==> config.mk <==
export PLATFORM = sky130hd
export DESIGN_NAME = dataisland_scheduler_flat
export DESIGN_NICKNAME = d
export VERILOG_FILES = /design/src/rtl/dataisland_scheduler_if.sv /design/src/rtl/dataisland_scheduler.sv /design/src/flat_wrapper.sv
export SDC_FILE = /design/constraint.sdc
export NUM_CORES = 1
export LEC_CHECK = 0
export BUFFER_PORTS_ARGS = -buffer_cell sky130_fd_sc_hd__buf_4
export CAP_MARGIN = 40
export CORE_MARGIN = 5
export CORE_UTILIZATION = 30
export CTS_CLUSTER_DIAMETER = 200
export DETAILED_ROUTE_END_ITERATION = 6
export MAX_ROUTING_LAYER = met4
export PLACE_DENSITY = 0.41
export SYNTH_ARGS = -nofsm -noshare
export SYNTH_HDL_FRONTEND = slang
export SYNTH_SLANG_ARGS = --single-unit
==> constraint.sdc <==
create_clock -name clkin -period 5.3 [get_ports clkin]
set_input_delay 0.53 -clock clkin [delete_from_list [all_inputs] [get_ports clkin]]
set_output_delay 0.53 -clock clkin [all_outputs]
set_load 0.01 [all_outputs]
==> src/rtl/dataisland_scheduler_if.sv <==
// Packet request/grant and shared byte-read port between the
// data island scheduler and its packet sources.
interface dataisland_scheduler_if;
  logic [3:0] iReq;
  logic [3:0] oGrant;
  logic [1:0] oRdSel;
  logic [4:0] oRdAddr;
  logic [7:0] iRdData;

  modport master (
    input  iReq,
    input  iRdData,
    output oGrant,
    output oRdSel,
    output oRdAddr
  );

  modport slave (
    output iReq,
    output iRdData,
    input  oGrant,
    input  oRdSel,
    input  oRdAddr
  );
endinterface

==> src/rtl/dataisland_scheduler.sv <==
// Data island scheduler: per-line packet fetch, BCH ECC and
// TERC4 nibble serialisation for the blue/green/red encoders.
module dataisland_scheduler #(
  parameter int ISLAND_X = 751,
  parameter int LOAD_X   = 600
) (
  input  logic                          clkin,
  input  logic                          rstin_n,
  input  logic [11:0]                   counterX,
  input  logic                          iHsync,
  input  logic                          iVsync,
  dataisland_scheduler_if.master        bus,
  output logic [3:0]                    oDataCh0,
  output logic [3:0]                    oDataCh1,
  output logic [3:0]                    oDataCh2
);
  localparam logic [11:0] LX = 12'(LOAD_X);
  localparam logic [11:0] IX = 12'(ISLAND_X);

  typedef enum logic [2:0] {
    IDLE, ARB, LOAD, WAIT, SEND
  } state_t;

  state_t      state;
  logic        slot;
  logic [1:0]  ptr;
  logic [4:0]  cnt;
  logic [1:0]  sub_k;
  logic [2:0]  sub_j;
  logic [1:0]  vld;
  logic [5:0]  pix;
  logic        hs_d;
  logic        vs_d;

  logic [23:0] hdr  [2];
  logic [7:0]  hecc [2];
  logic [55:0] sub  [2][4];
  logic [7:0]  secc [2][4];

  logic [4:0]  bidx;
  assign bidx = cnt - 5'd1;

  function automatic logic [7:0] ecc_byte(
    input logic [7:0] ecc,
    input logic [7:0] b
  );
    logic [7:0] e;
    logic       fb;
    e = ecc;
    for (int n = 0; n < 8; n++) begin
      fb = b[n] ^ e[0];
      e  = {1'b0, e[7:1]} ^ (fb ? 8'h83 : 8'h00);
    end
    return e;
  endfunction

  // round-robin pick starting at ptr
  logic       any_req;
  logic [1:0] pick;
  logic [1:0] idx;
  always_comb begin
    any_req = 1'b0;
    pick    = ptr;
    idx     = '0;
    for (int o = 3; o >= 0; o--) begin
      idx = ptr + 2'(o);
      if (bus.iReq[idx]) begin
        any_req = 1'b1;
        pick    = idx;
      end
    end
  end

  logic        pk;
  logic [4:0]  pi;
  logic [31:0] hword;
  logic [63:0] sw;
  logic [3:0]  d0;
  logic [3:0]  d1;
  logic [3:0]  d2;
  always_comb begin
    pk    = pix[5];
    pi    = pix[4:0];
    hword = vld[pk] ? {hecc[pk], hdr[pk]} : 32'h0;
    d1    = '0;
    d2    = '0;
    sw    = '0;
    for (int k = 0; k < 4; k++) begin
      sw    = vld[pk] ? {secc[pk][k], sub[pk][k]} : 64'h0;
      d1[k] = sw[{pi, 1'b0}];
      d2[k] = sw[{pi, 1'b1}];
    end
    d0 = {pi != 5'd0, hword[pi], vs_d, hs_d};
  end

  always_ff @(posedge clkin) begin
    if (!rstin_n) begin
      state       <= IDLE;
      slot        <= 1'b0;
      ptr         <= '0;
      cnt         <= '0;
      sub_k       <= '0;
      sub_j       <= '0;
      vld         <= '0;
      pix         <= '0;
      hs_d        <= 1'b0;
      vs_d        <= 1'b0;
      bus.oGrant  <= '0;
      bus.oRdSel  <= '0;
      bus.oRdAddr <= '0;
      oDataCh0    <= '0;
      oDataCh1    <= '0;
      oDataCh2    <= '0;
    end else begin
      hs_d       <= iHsync;
      vs_d       <= iVsync;
      bus.oGrant <= '0;
      oDataCh0   <= {2'b00, vs_d, hs_d};
      oDataCh1   <= '0;
      oDataCh2   <= '0;
      unique case (state)
        IDLE: begin
          if (counterX == LX) begin
            state <= ARB;
            slot  <= 1'b0;
          end
        end
        ARB: begin
          if (counterX == IX) begin
            state <= SEND;
            pix   <= '0;
          end else if (!any_req) begin
            state <= WAIT;
          end else begin
            bus.oRdSel  <= pick;
            bus.oRdAddr <= '0;
            cnt         <= '0;
            sub_k       <= '0;
            sub_j       <= '0;
            hecc[slot]  <= '0;
            for (int k = 0; k < 4; k++) secc[slot][k] <= '0;
            state       <= LOAD;
          end
        end
        LOAD: begin
          // the window start wins over an unfinished load
          if (counterX == IX) begin
            state       <= SEND;
            pix         <= '0;
            bus.oRdAddr <= '0;
          end else begin
            cnt <= cnt + 5'd1;
            if (cnt < 5'd30) bus.oRdAddr <= cnt + 5'd1;
            if (cnt != 5'd0) begin
              if (bidx < 5'd3) begin
                hdr[slot][{bidx[1:0], 3'b000} +: 8] <= bus.iRdData;
                hecc[slot] <= ecc_byte(hecc[slot], bus.iRdData);
              end else begin
                sub[slot][sub_k][{sub_j, 3'b000} +: 8] <= bus.iRdData;
                secc[slot][sub_k] <=
                  ecc_byte(secc[slot][sub_k], bus.iRdData);
                if (sub_j == 3'd6) begin
                  sub_j <= '0;
                  sub_k <= sub_k + 2'd1;
                end else begin
                  sub_j <= sub_j + 3'd1;
                end
              end
            end
            if (cnt == 5'd31) begin
              bus.oGrant[bus.oRdSel] <= 1'b1;
              vld[slot]   <= 1'b1;
              ptr         <= bus.oRdSel + 2'd1;
              bus.oRdAddr <= '0;
              if (slot) begin
                state <= WAIT;
              end else begin
                state <= ARB;
                slot  <= 1'b1;
              end
            end
          end
        end
        WAIT: begin
          if (counterX == IX) begin
            state <= SEND;
            pix   <= '0;
          end
        end
        SEND: begin
          oDataCh0 <= d0;
          oDataCh1 <= d1;
          oDataCh2 <= d2;
          pix      <= pix + 6'd1;
          if (pix == 6'd63) begin
            vld   <= '0;
            state <= IDLE;
          end
        end
        default: state <= IDLE;
      endcase
    end
  end
endmodule
==> src/flat_wrapper.sv <==
// flat-port wrapper written by rule: the top's interface ports become plain ports
module dataisland_scheduler_flat 
#(
  parameter int ISLAND_X = 751,
  parameter int LOAD_X   = 600
)
  (clkin, rstin_n, counterX, iHsync, iVsync, oDataCh0, oDataCh1, oDataCh2, bus_iReq, bus_iRdData, bus_oGrant, bus_oRdSel, bus_oRdAddr);
  dataisland_scheduler_if bus_i ();
  input  logic clkin;
  input  logic rstin_n;
  input  logic [11:0] counterX;
  input  logic iHsync;
  input  logic iVsync;
  output logic [3:0] oDataCh0;
  output logic [3:0] oDataCh1;
  output logic [3:0] oDataCh2;
  input wire logic [$bits(bus_i.iReq)-1:0] bus_iReq;
  input wire logic [$bits(bus_i.iRdData)-1:0] bus_iRdData;
  output wire logic [$bits(bus_i.oGrant)-1:0] bus_oGrant;
  output wire logic [$bits(bus_i.oRdSel)-1:0] bus_oRdSel;
  output wire logic [$bits(bus_i.oRdAddr)-1:0] bus_oRdAddr;
  assign bus_i.iReq = bus_iReq;
  assign bus_i.iRdData = bus_iRdData;
  assign bus_oGrant = bus_i.oGrant;
  assign bus_oRdSel = bus_i.oRdSel;
  assign bus_oRdAddr = bus_i.oRdAddr;
  dataisland_scheduler #(.ISLAND_X(ISLAND_X), .LOAD_X(LOAD_X)) u_core (.clkin(clkin), .rstin_n(rstin_n), .counterX(counterX), .iHsync(iHsync), .iVsync(iVsync), .bus(bus_i), .oDataCh0(oDataCh0), .oDataCh1(oDataCh1), .oDataCh2(oDataCh2));
endmodule
==> results.txt, run 1 <==
After detailed routing, the number of vias per cell comes to 5.05. Entering global routing, the biggest net connects 47 pins. The leading register cell type out of synthesis was edfxtp_1. The routed wire length on met3 is 3830 µm. The origin of the worst min-delay path is iVsync. The pre-antenna-repair detailed-routing pass consisted of 5 iterations. The data required time of the worst path is 5530 ps, and the count of synthesis-stage warnings from yosys is 0. The logs give 127 ps for the worst hold slack across all endpoints and 0.774 for the final weighted congestion in routability-driven placement. The share of final-layout standard cells stronger than drive strength 1 is 0.228.

Starting density of the core: 0.301. The library cell used most frequently in the layout, excluding fill and tap cells, is edfxtp_1. From bottom edge to top edge, the die measures 308 µm. The first global-routing pass estimated 107,000 µm of wire. In this run, distinct cell masters in the synthesized netlist total 58. Critical path class: reg -> reg. In this run the power density over the cells is 350 mW/mm². The logs give 32,900 µm for the wire length the detailed router placed on met1 and 0.348 for the utilization of the core after routing. Counting I/O delays and the setup requirement, the final critical path takes 4100 ps. Counting flops with a built-in enable in the synthesized netlist gives 576. The tools report the destination of the worst hold path as u_core.vs_d. Count of nets after finishing: 1,676. The highest metal layer with signal wires was met4.

The post-synthesis async set-or-reset flop share is 0. The synthesized design spends more area on one cell type than any other, namely edfxtp_1. DRC marker count from the first detailed-route iteration: 1,228. In this run the critical register-to-register path is captured at u_core.secc[0][10]. For the all-layer global routing usage, the log shows 0.160. IR analysis of the VDD net gives a maximum drop of 0.208 mV. The clock-pin slew on the worst setup and hold paths came out at 60 ps.

After detailed routing, the met2 layer carries 35,700 µm of wire. For the setup slack of the worst register-to-register path, the log shows 1200 ps. Synthesis produced a netlist whose cell count is 1,543. The logs give 0.0882 mm² for the floorplan core area and 71 for the CTS buffer count.

The number of hold buffers added after CTS was 0. The summed instance area of the synthesized netlist is 0.0266 mm², and the overall routed net length is 74,100 µm. The leftover overflow at the end of global routing was 0.

Critical path startpoint category: a flip-flop. The tools report the total via count after detailed routing as 14,358. For the via count of the first global-routing pass, the log shows 15,082. The post-synthesis sequential area ratio is 0.689, and the H-tree level count is 3. TritonCTS built the clock tree.

The number of setup buffers added after CTS is 0. Counting every net in the synthesized netlist gives 1,594. For the number of fillers in the final layout, the log shows 8,326. At the pin with the least slew margin, the transition time is 912 ps.

The number of antenna violations at the first check in global routing is 10. The root buffer cell was clkbuf_16. For the final database, setup skew stands at 25.0 ps. From left edge to right edge, the die measures 308 µm. The post-synthesis to final-layout area growth came out at 15.5%. Average instance area after synthesis: 17.2 µm². Setup violations remaining at the end of the flow were counted as 0. The count of buffers added on input and output ports is 50. The number of non-filler instances in the completed layout was 2,844; the leakage power total was 9.78 nW.

The area fraction of the dominant cell type after synthesis was 0.651. The run gives 4330 ps as the data arrival time of the critical path. Setup repair after global routing left no endpoint under its margin. The total number of clock tree sinks was 627. The hold path depth works out to 2. The final-layout setup total negative slack came out at 0 ps. The startpoint of the worst register-to-register path was u_core.state[1].

In the layout the commonest cells are 576 x edfxtp_1, 163 x mux4_2, 142 x nor2_1, 96 x and2_1, 88 x buf_4. The tools report the count of instances resized after the clock tree is built as 0. The later pin in the worst-skew pair is clocked with a latency of 620 ps.

Worst relative slew slack: 0.392. The capturing element type of the critical path was a flip-flop. Ranked by total cell area, the synthesized netlist is headed by edfxtp_1 65%, mux4_2 14%, dfxtp_1 3.8%. The tools report the max-slew violation count as 0. The final count of hold timing violations is 0, and the final worst-path cycle share is 0.773. Kind of path behind the tightest hold check: in -> reg.

The placed cell count is 2,717. 51 I/O pins were placed. The post-detailed-route count of antenna-violating nets was 0. The number of cells on the worst reg-to-reg path came out at 7. Summing internal, switching and leakage power gives 10.8 mW.

The flow ran to the end, and the final reports show no timing, DRC or antenna violations. Across the run, the number of max-cap violations was 0. Counting flops and latches in the post-synthesis netlist gives 627. The die covers 0.0947 mm². The HPWL after detailed placement is 49,800 µm. After detailed routing, the number of remaining DRC violations is 0.

The fmax came out at 244 MHz. For the count of standard-cell rows, the log shows 109. In the final routed layout, each cell accounts on average for 26.1 µm. Largest driver fanout on the critical path: 18. The longest clock path from root to sink contains 3 buffers.
==> sequential cells by signal, indices dropped and copies added (netlist names), named ones only <==
name	cells
u_core.sub	448
u_core.secc	64
u_core.hdr	48
u_core.hecc	16
u_core.pix	6
u_core.bus.oRdAddr	5
u_core.cnt	5
u_core.bus.oGrant	4
u_core.oDataCh0	4
u_core.oDataCh1	4
u_core.oDataCh2	4
u_core.state	3
u_core.sub_j	3
u_core.bus.oRdSel	2
u_core.ptr	2
u_core.sub_k	2
u_core.vld	2
u_core.hs_d	1
u_core.slot	1
u_core.vs_d	1
==> final cells by class <==
type,instances,area [µm²],area share
sequential,627,18300,0.597
tap,1165,1460,0.0475
timing repair buffer,96,786,0.0256
clock buffer,84,1870,0.0608
clock inverter,42,410,0.0134
antenna,1,2.50,0.0000815
inverter,18,67.6,0.00220
multi-input combinational,811,7780,0.254
==> critical path, stage by stage (launching register included) <==
cell     delay [ps]
dfxtp_1         410
inv_1           110
nor3_1          630
nand2_1         430
nor3_1          640
nand2_1         410
buf_4           380
a21oi_1         680
==> Yosys cell counts (all sizes together) (2+ instances only) <==
cell type and count:
a211oi 17, a21oi 39, a221oi 14, a22o 12
a22oi 2, a311oi 6, a31oi 10, and2 97
and3 16, and3b 2, and4b 2, buf 32
clkbuf 55, dfxtp 51, edfxtp 576, ha 23
inv 17, mux2 13, mux2i 31, mux4 164
nand2 73, nand2b 7, nand3 11, nand3b 3
nand4 5, nor2 142, nor2b 6, nor3 19
nor3b 3, o21ai 20, o22ai 8, o31ai 3
or3 3, xnor2 35, xnor3 2, xor2 12
==> through the flow <==
stage	cell area, µm²	setup slack [ps]
2_1_floorplan	26600	2560
3_3_place_gp	28400	1330
3_5_place_dp	28400	1240
4_1_cts	30700	1220
5_1_grt	30700	748
6_report	30700	1200
==> cells by family after synthesis <==
logic type / Yosys count / share of synthesized area
xor+xnor: 50 / 0.0192
compound gates: 137 / 0.0346
simple gates: 393 / 0.0719
flops: 627 / 0.689
mux: 208 / 0.156
fa+ha+maj: 23 / 0.0108
buf+inv: 105 / 0.0183
==> routing by layer <==
metal / vias up / track usage
met1: 7619 / 0.216
li1: 6247 / -
met2: 388 / 0.254
met4: 0 / 0.0377
met5: - / -
met3: 104 / 0.0289
==> worst max path at each step <==
stage          slack [ps]                  to       startpoint  depth (start not counted)
3_3_place_gp         1330   u_core.secc[1][9]  u_core.state[1]                          7
5_1_grt               750  u_core.secc[0][10]  u_core.state[1]                          7
3_5_place_dp         1240   u_core.secc[0][9]  u_core.state[1]                          7
6_report             1200  u_core.secc[0][10]  u_core.state[1]                          7
2_1_floorplan        2560    u_core.sub[0][0]    u_core.cnt[0]                          8
4_1_cts              1220  u_core.secc[0][10]  u_core.state[1]                          7
==> power by group <==
part	internal, mW	total (mW)	switching [mW]	leakage (nW)
clock network	2.83	4.84	2.01	1.11
logic	0.154	0.494	0.340	2.81
registers	5.41	5.43	0.0179	5.86
(Power assumes the default switching activity.)
==> run 2, diff against run 1 <==
- PLACE_DENSITY: 0.41 -> 0.43
- clock period: 5.3 -> 3.5 ns (I/O delays scaled with it)
==> results.txt, run 2 (same netlist as run 1, synthesis figures left out) <==
The number of port buffers was 50; the starting density of the core was 0.301. At the worst endpoint, the required time is 3730 ps. STA classifies the critical path startpoint as a flip-flop.

TritonCTS built the clock tree. In this run the remaining antenna-violating nets after routing total 0. The tool flagged a number of max-cap violations equal to 0.

For the final weighted congestion in routability-driven placement, the log shows 0.816. The register containing the most flip-flops in the final layout is u_core.sub. The all-layer global routing usage was 0.158; the overall routed net length was 73,200 µm.

The worst-case IR drop observed on VDD is 0.330 mV. The DRC marker count from the first detailed-route iteration is 1,034. The first global-routing pass estimated 107,000 µm of wire. The utilization of the core after routing came out at 0.352. The tools report the final count of hold timing violations as 0. In the routed design, unresolved DRC markers number 0. Most frequent standard cell in the layout excluding fill and tap cells: edfxtp_1. Measured along the x axis, the die boundary spans 308 µm. Clock tree buffer depth: 3.

The leftover overflow at the end of global routing is 0, and the standard cell area after detailed placement is 0.0288 mm². The tools report the via count of the first global-routing pass as 15,021. The die height works out to 308 µm. The tightest min-delay check is of the in -> reg type. After detailed placement, the design holds a cell count of 2,762. The max-slew violation count was 0. STA classifies the critical path endpoint as a flip-flop.

The H-tree was split into 3 levels. The first detailed-routing pass ran for 5 iterations. Across all layers, the routed design uses 14,484 vias.

Setup repair after global routing left no endpoint under its margin. Clock skew on the completed layout was measured at 27.2 ps. The run gives 2,894 as the number of non-filler instances in the completed layout. The largest driver fanout on the critical path is 8. The finished cells cover 0.0311 mm². The net count of the finished layout is 1,724. Hold timing on the final database bottoms out at a slack of 59.7 ps. The run gives 3470 ps as the data arrival time of the critical path. Pin placement for this block handled 51 I/O pins. The run finished with clean final reports. The worst setup path is of the reg -> reg kind.

The final worst-path cycle share works out to 0.926. The library cells used most frequently in the layout, excluding fill and tap cells, are 576 x edfxtp_1, 163 x mux4_2, 142 x nor2_1, 131 x buf_4, 96 x and2_1. After detailed routing, the number of vias per cell comes to 5.00. Number of antenna violations at the first check in global routing: 5.

The share of final-layout standard cells stronger than drive strength 1 was 0.245; the flip-flop count of the largest register after layout was 448. The run gives 0 as the total of endpoints with negative setup slack in the final report. In this run the core area contains 109 standard-cell rows. For this design the static power due to leakage is 10.0 nW. The clock reaches the later pin of the worst-skew pair after 610 ps. Buffers added to address setup during post-CTS repair amount to 0.

Post-synthesis to final-layout area growth: 16.9%. The core region is 0.0882 mm². The die covers 0.0947 mm². The tools report the final-layout setup total negative slack as 0 ps. The worst relative slew slack is 0.377, and the clock-pin slew on the worst setup and hold paths is 60 ps.

The root buffer cell chosen for the clock tree is clkbuf_16. The largest net degree at the start of global routing is 40, and the final routed wire length divided by cell count is 25.3 µm. The total number of clock tree sinks is 627, and the placed wire-length estimate after detailed placement is 49,600 µm. Static timing analysis puts the maximum clock frequency at 309 MHz.

The CTS buffer count is 72, and the power density over the cells is 521 mW/mm². At the pin with the least slew margin, the transition time is 934 ps. The minimum period implied by the final worst setup slack came out at 3240 ps.
run 2: changes by cell type in the layout (fill, tap and decap cells not counted), sizes merged:
cell,change
clkinvlp,-2
inv,+1
dlygate4sd3,+2
clkinv,-11
buf,+45
clkbuf,+18
bufinv,-3
run 2: timing repair:
action | 4_1_cts | 5_1_grt
hold endpoints to repair | 2 | 0
hold buffers | 2 | 0
endpoints found under the setup margin | 0 | 8
gates resized for setup | 0 | 1
run 2: report_power, final:
group,internal (mW),total (mW),switching [mW]
logic,0.247,0.743,0.496
clock network,4.25,7.24,2.99
registers,8.20,8.22,0.0230
run 2: routing by layer:
| layer | share of wire | global-route usage | vias to the layer above |
|---|---|---|---|
| met5 | 0 | - | - |
| li1 | - | - | 6354 |
| met2 | 0.47 | 0.246 | 380 |
| met4 | 0.019 | 0.0357 | 0 |
| met3 | 0.052 | 0.0287 | 91 |
| met1 | 0.46 | 0.220 | 7659 |
run 2: metrics by stage:
| step | worst slack [ps] | power (mW) |
|---|---|---|
| 6_report | 260 | 16.2 |
| 5_1_grt | 26.1 | 16.8 |
| 4_1_cts | 179 | 16.4 |
| 3_5_place_dp | 193 | 9.13 |
| 3_3_place_gp | 208 | 9.11 |
| 2_1_floorplan | 765 | 8.80 |
run 2: critical path: stages, from the launching register on:
cell and delay [ps]:
dfxtp_1 390, inv_1 120, ha_1 210, and3b_1 160, a31oi_1 210, o31ai_1 150, nor3_1 390, nand2_1 350
buf_4 300, nor2_1 580
run 2: layout make-up:
class | count | area, µm²
Antenna cell | 1 | 2.50
Clock buffer | 102 | 2010
Clock inverter | 27 | 253
Fill cell | 8348 | 57200
Inverter | 18 | 67.6
Multi-Input combinational cell | 811 | 7790
Sequential cell | 627 | 18300
Tap cell | 1165 | 1460
Timing Repair Buffer | 143 | 1170
run 2: path summary, 6_finish.rpt:
check / slack, ps / startpoint / cells after the start / endpoint
max: 260 / u_core.cnt[1] / 9 / u_core.sub[0][65]
min: 60 / rstin_n / 2 / u_core.state[1]
max reg2reg: 260 / u_core.cnt[1] / 9 / u_core.sub[0][65]
min reg2reg: 430 / u_core.hs_d / 1 / u_core.oDataCh0[0]
==> run 3, diff against run 2 <==
==> constraint.sdc (replaced) <==
create_clock -name clkin -period 3.5 [get_ports clkin]
set_input_delay 0.7 -clock clkin [delete_from_list [all_inputs] [get_ports clkin]]
set_output_delay 0.7 -clock clkin [all_outputs]
set_load 0.01 [all_outputs]
==> results.txt, run 3 (same netlist as run 1, synthesis figures left out) <==
The flow ran to the end, and the final reports show no timing, DRC or antenna violations. The die height is 308 µm, and the worst IR drop on VDD is 0.326 mV. The share of final-layout standard cells stronger than drive strength 1 was 0.268. Capturing element type of the critical path: a flip-flop. For this run, the top clock speed supported by timing is 318 MHz. For the floorplan core area, the log shows 0.0882 mm².

Critical path's largest stage delay: 690 ps. For the overall die area, the log shows 0.0947 mm². For hold timing, the worst endpoint is u_core.vs_d. The starting density of the core was 0.301; the largest net degree at the start of global routing was 43. Once routing completed, OpenROAD measured the worst setup slack at 356 ps. The register containing the most flip-flops in the final layout was u_core.sub. Max-cap violations in this run came to 0. For the total via count after detailed routing, the log shows 14,556. The floorplan step set the die width to 308 µm. The number of port buffers came out at 50.

The wire length of the first global-routing pass came out at 108,000 µm. On the critical path, the stage with the largest delay is an instance of dfxtp_2. After routing the design area is 0.0315 mm². The analysis attributes to cell leakage a power of 10.3 nW.

Data arrives at the worst endpoint at 3470 ps. The setup slack of the worst register-to-register path was 360 ps. The origin of the worst min-delay path was iVsync. The final worst-path cycle share works out to 0.898. The final layout contains 1,767 nets.

The H-tree was split into 3 levels. The minimum period implied by the final worst setup slack is 3140 ps, and the placed wire-length estimate after detailed placement is 50,100 µm. The logs give 0 for the max-slew violation count and 0 for the total DRC errors in the routed layout. The logs give 0.451 for the worst relative slew slack and 2,939 for the number of non-filler instances in the completed layout. In the final timing run, aggregate negative setup slack is 0 ps. The standard cell area after detailed placement came out at 0.0292 mm². The most frequent standard cell in the layout excluding fill and tap cells was edfxtp_1.

For the sum of internal, switching and leakage power, the log shows 16.4 mW. The tools report the reg-to-reg critical path endpoint as u_core.secc[1][24]. The worst hold slack across all endpoints is 315 ps. The logs give 15,221 for the via count of the first global-routing pass and 51 for the count of pins on the block boundary. Setup repair after global routing left no endpoint under its margin.

The number of cells on the worst reg-to-reg path is 7. The first TritonRoute pass finished after 5 iterations. Hold path depth: 2. Along the worst path, the maximum fanout reaches 19.

The tree built by TritonCTS fans out to 627 sinks. The number of antenna violations at the first check in global routing is 5. Family with the most delay on the worst path: XOR/XNOR gates. The run gives 109 as the count of standard-cell rows. The critical path goes through mux2_2, o22ai_1, a221oi_1, xnor2_1, xnor2_2, xnor3_1, nor2_1.

The utilization of the core after routing is 0.357, and the CTS buffer count is 71. Using the TritonRoute via totals, the vias-per-cell ratio works out to 4.95. The logs give 22.8 ps for the largest clock skew in the final design and 0.818 for the final weighted congestion in routability-driven placement. Buffers inserted to repair hold after CTS numbered 0. The pin slew with the least headroom to its limit came out at 817 ps. The power density over the cells is 520 mW/mm². The final routed wire length divided by cell count works out to 25.3 µm. TritonCTS built the clock tree.

The run gives 3 as the clock tree buffer depth. Summed over all layers, the global routing overflow is 0. The later pin in the worst-skew pair is clocked with a latency of 610 ps. The register with the most flip-flops in the layout has 448 of them.

The logs give 0 for the post-detailed-route count of antenna-violating nets and 0 for the count of instances resized after the clock tree is built. Leaving out fill and tap cells, the most frequent cells in the layout are 576 x edfxtp_1, 178 x buf_4, 163 x mux4_2, 142 x nor2_1, 96 x and2_1. OpenSTA, run right after detailed placement, puts the worst setup slack at 370 ps. The worst hold path belongs to the class in -> reg. After the first detailed-routing iteration, the DRC count stood at 1,087.

STA classifies the critical path startpoint as a flip-flop. Counting tap cells, the placed design contains a total of 2,808 instances. The post-synthesis to final-layout area growth is 18.5%, and the number of buffers and inverters on the critical path is 0.

Setup violations remaining at the end of the flow were counted as 0. In this run the clock root is driven by a clkbuf_16. The clock-pin slew on the worst setup and hold paths was 60 ps; the overall routed net length was 74,300 µm. The number of setup buffers added after CTS is 0. The run gives 0 as the final count of hold timing violations. The all-layer global routing usage was 0.162; the data required time of the worst path was 3820 ps. Critical path class: reg -> reg.
==> run 3: cell count changes in the layout (fill, tap and decap cells not counted), moves of 2 or more <==
cell,change
dlygate4sd3_1,-2
bufinv_16,+3
buf_4,+47
clkbuf_1,-15
clkinv_1,+7
buf_2,-2
inv_16,-2
clkinv_2,+5
diode_2,+3
==> run 3: how the worst max path moves through the flow <==
stage          slack, ps  cells past startpoint         from            endpoint
6_report             360                      7    flip-flop  u_core.secc[1][24]
4_1_cts              340                      7    flip-flop  u_core.secc[0][16]
5_1_grt              230                      7    flip-flop  u_core.secc[0][24]
2_1_floorplan        710                      6  counterX[6]    u_core.sub[0][0]
3_3_place_gp         420                      7    flip-flop  u_core.secc[0][16]
3_5_place_dp         370                      7    flip-flop  u_core.secc[0][24]
==> run 3: final cells by class <==
cell class	instances	area (µm²)
Clock buffer	87	1970
Antenna cell	4	10.0
Fill cell	8284	56700
Multi-Input combinational cell	811	7780
Timing Repair Buffer	187	1520
Clock inverter	40	354
Inverter	18	67.6
Tap cell	1165	1460
Sequential cell	627	18300
==> run 3: worst reg2reg max path, stage by stage, from the launching register on <==
cell and delay [ps]:
dfxtp_2 690, mux2_2 440, o22ai_1 230, a221oi_1 110
xnor2_1 450, xnor2_2 190, xnor3_1 650, nor2_1 120
==> run 3: power by group <==
group | switching (mW) | leakage (nW) | internal (mW)
Clock | 2.96 | 1.14 | 4.44
Combinational | 0.496 | 3.32 | 0.261
Sequential | 0.0238 | 5.86 | 8.20
==> run 3: metal layers <==
layer  vias up  global-route usage  wire length [µm]  share of wire
li1       6436                   -                 -              -
met1      7721               0.225             33800           0.46
met2       309               0.254             35900           0.48
met3        90              0.0236              3170          0.043
met4         0              0.0375              1390          0.019
met5         -                   -                 0              0
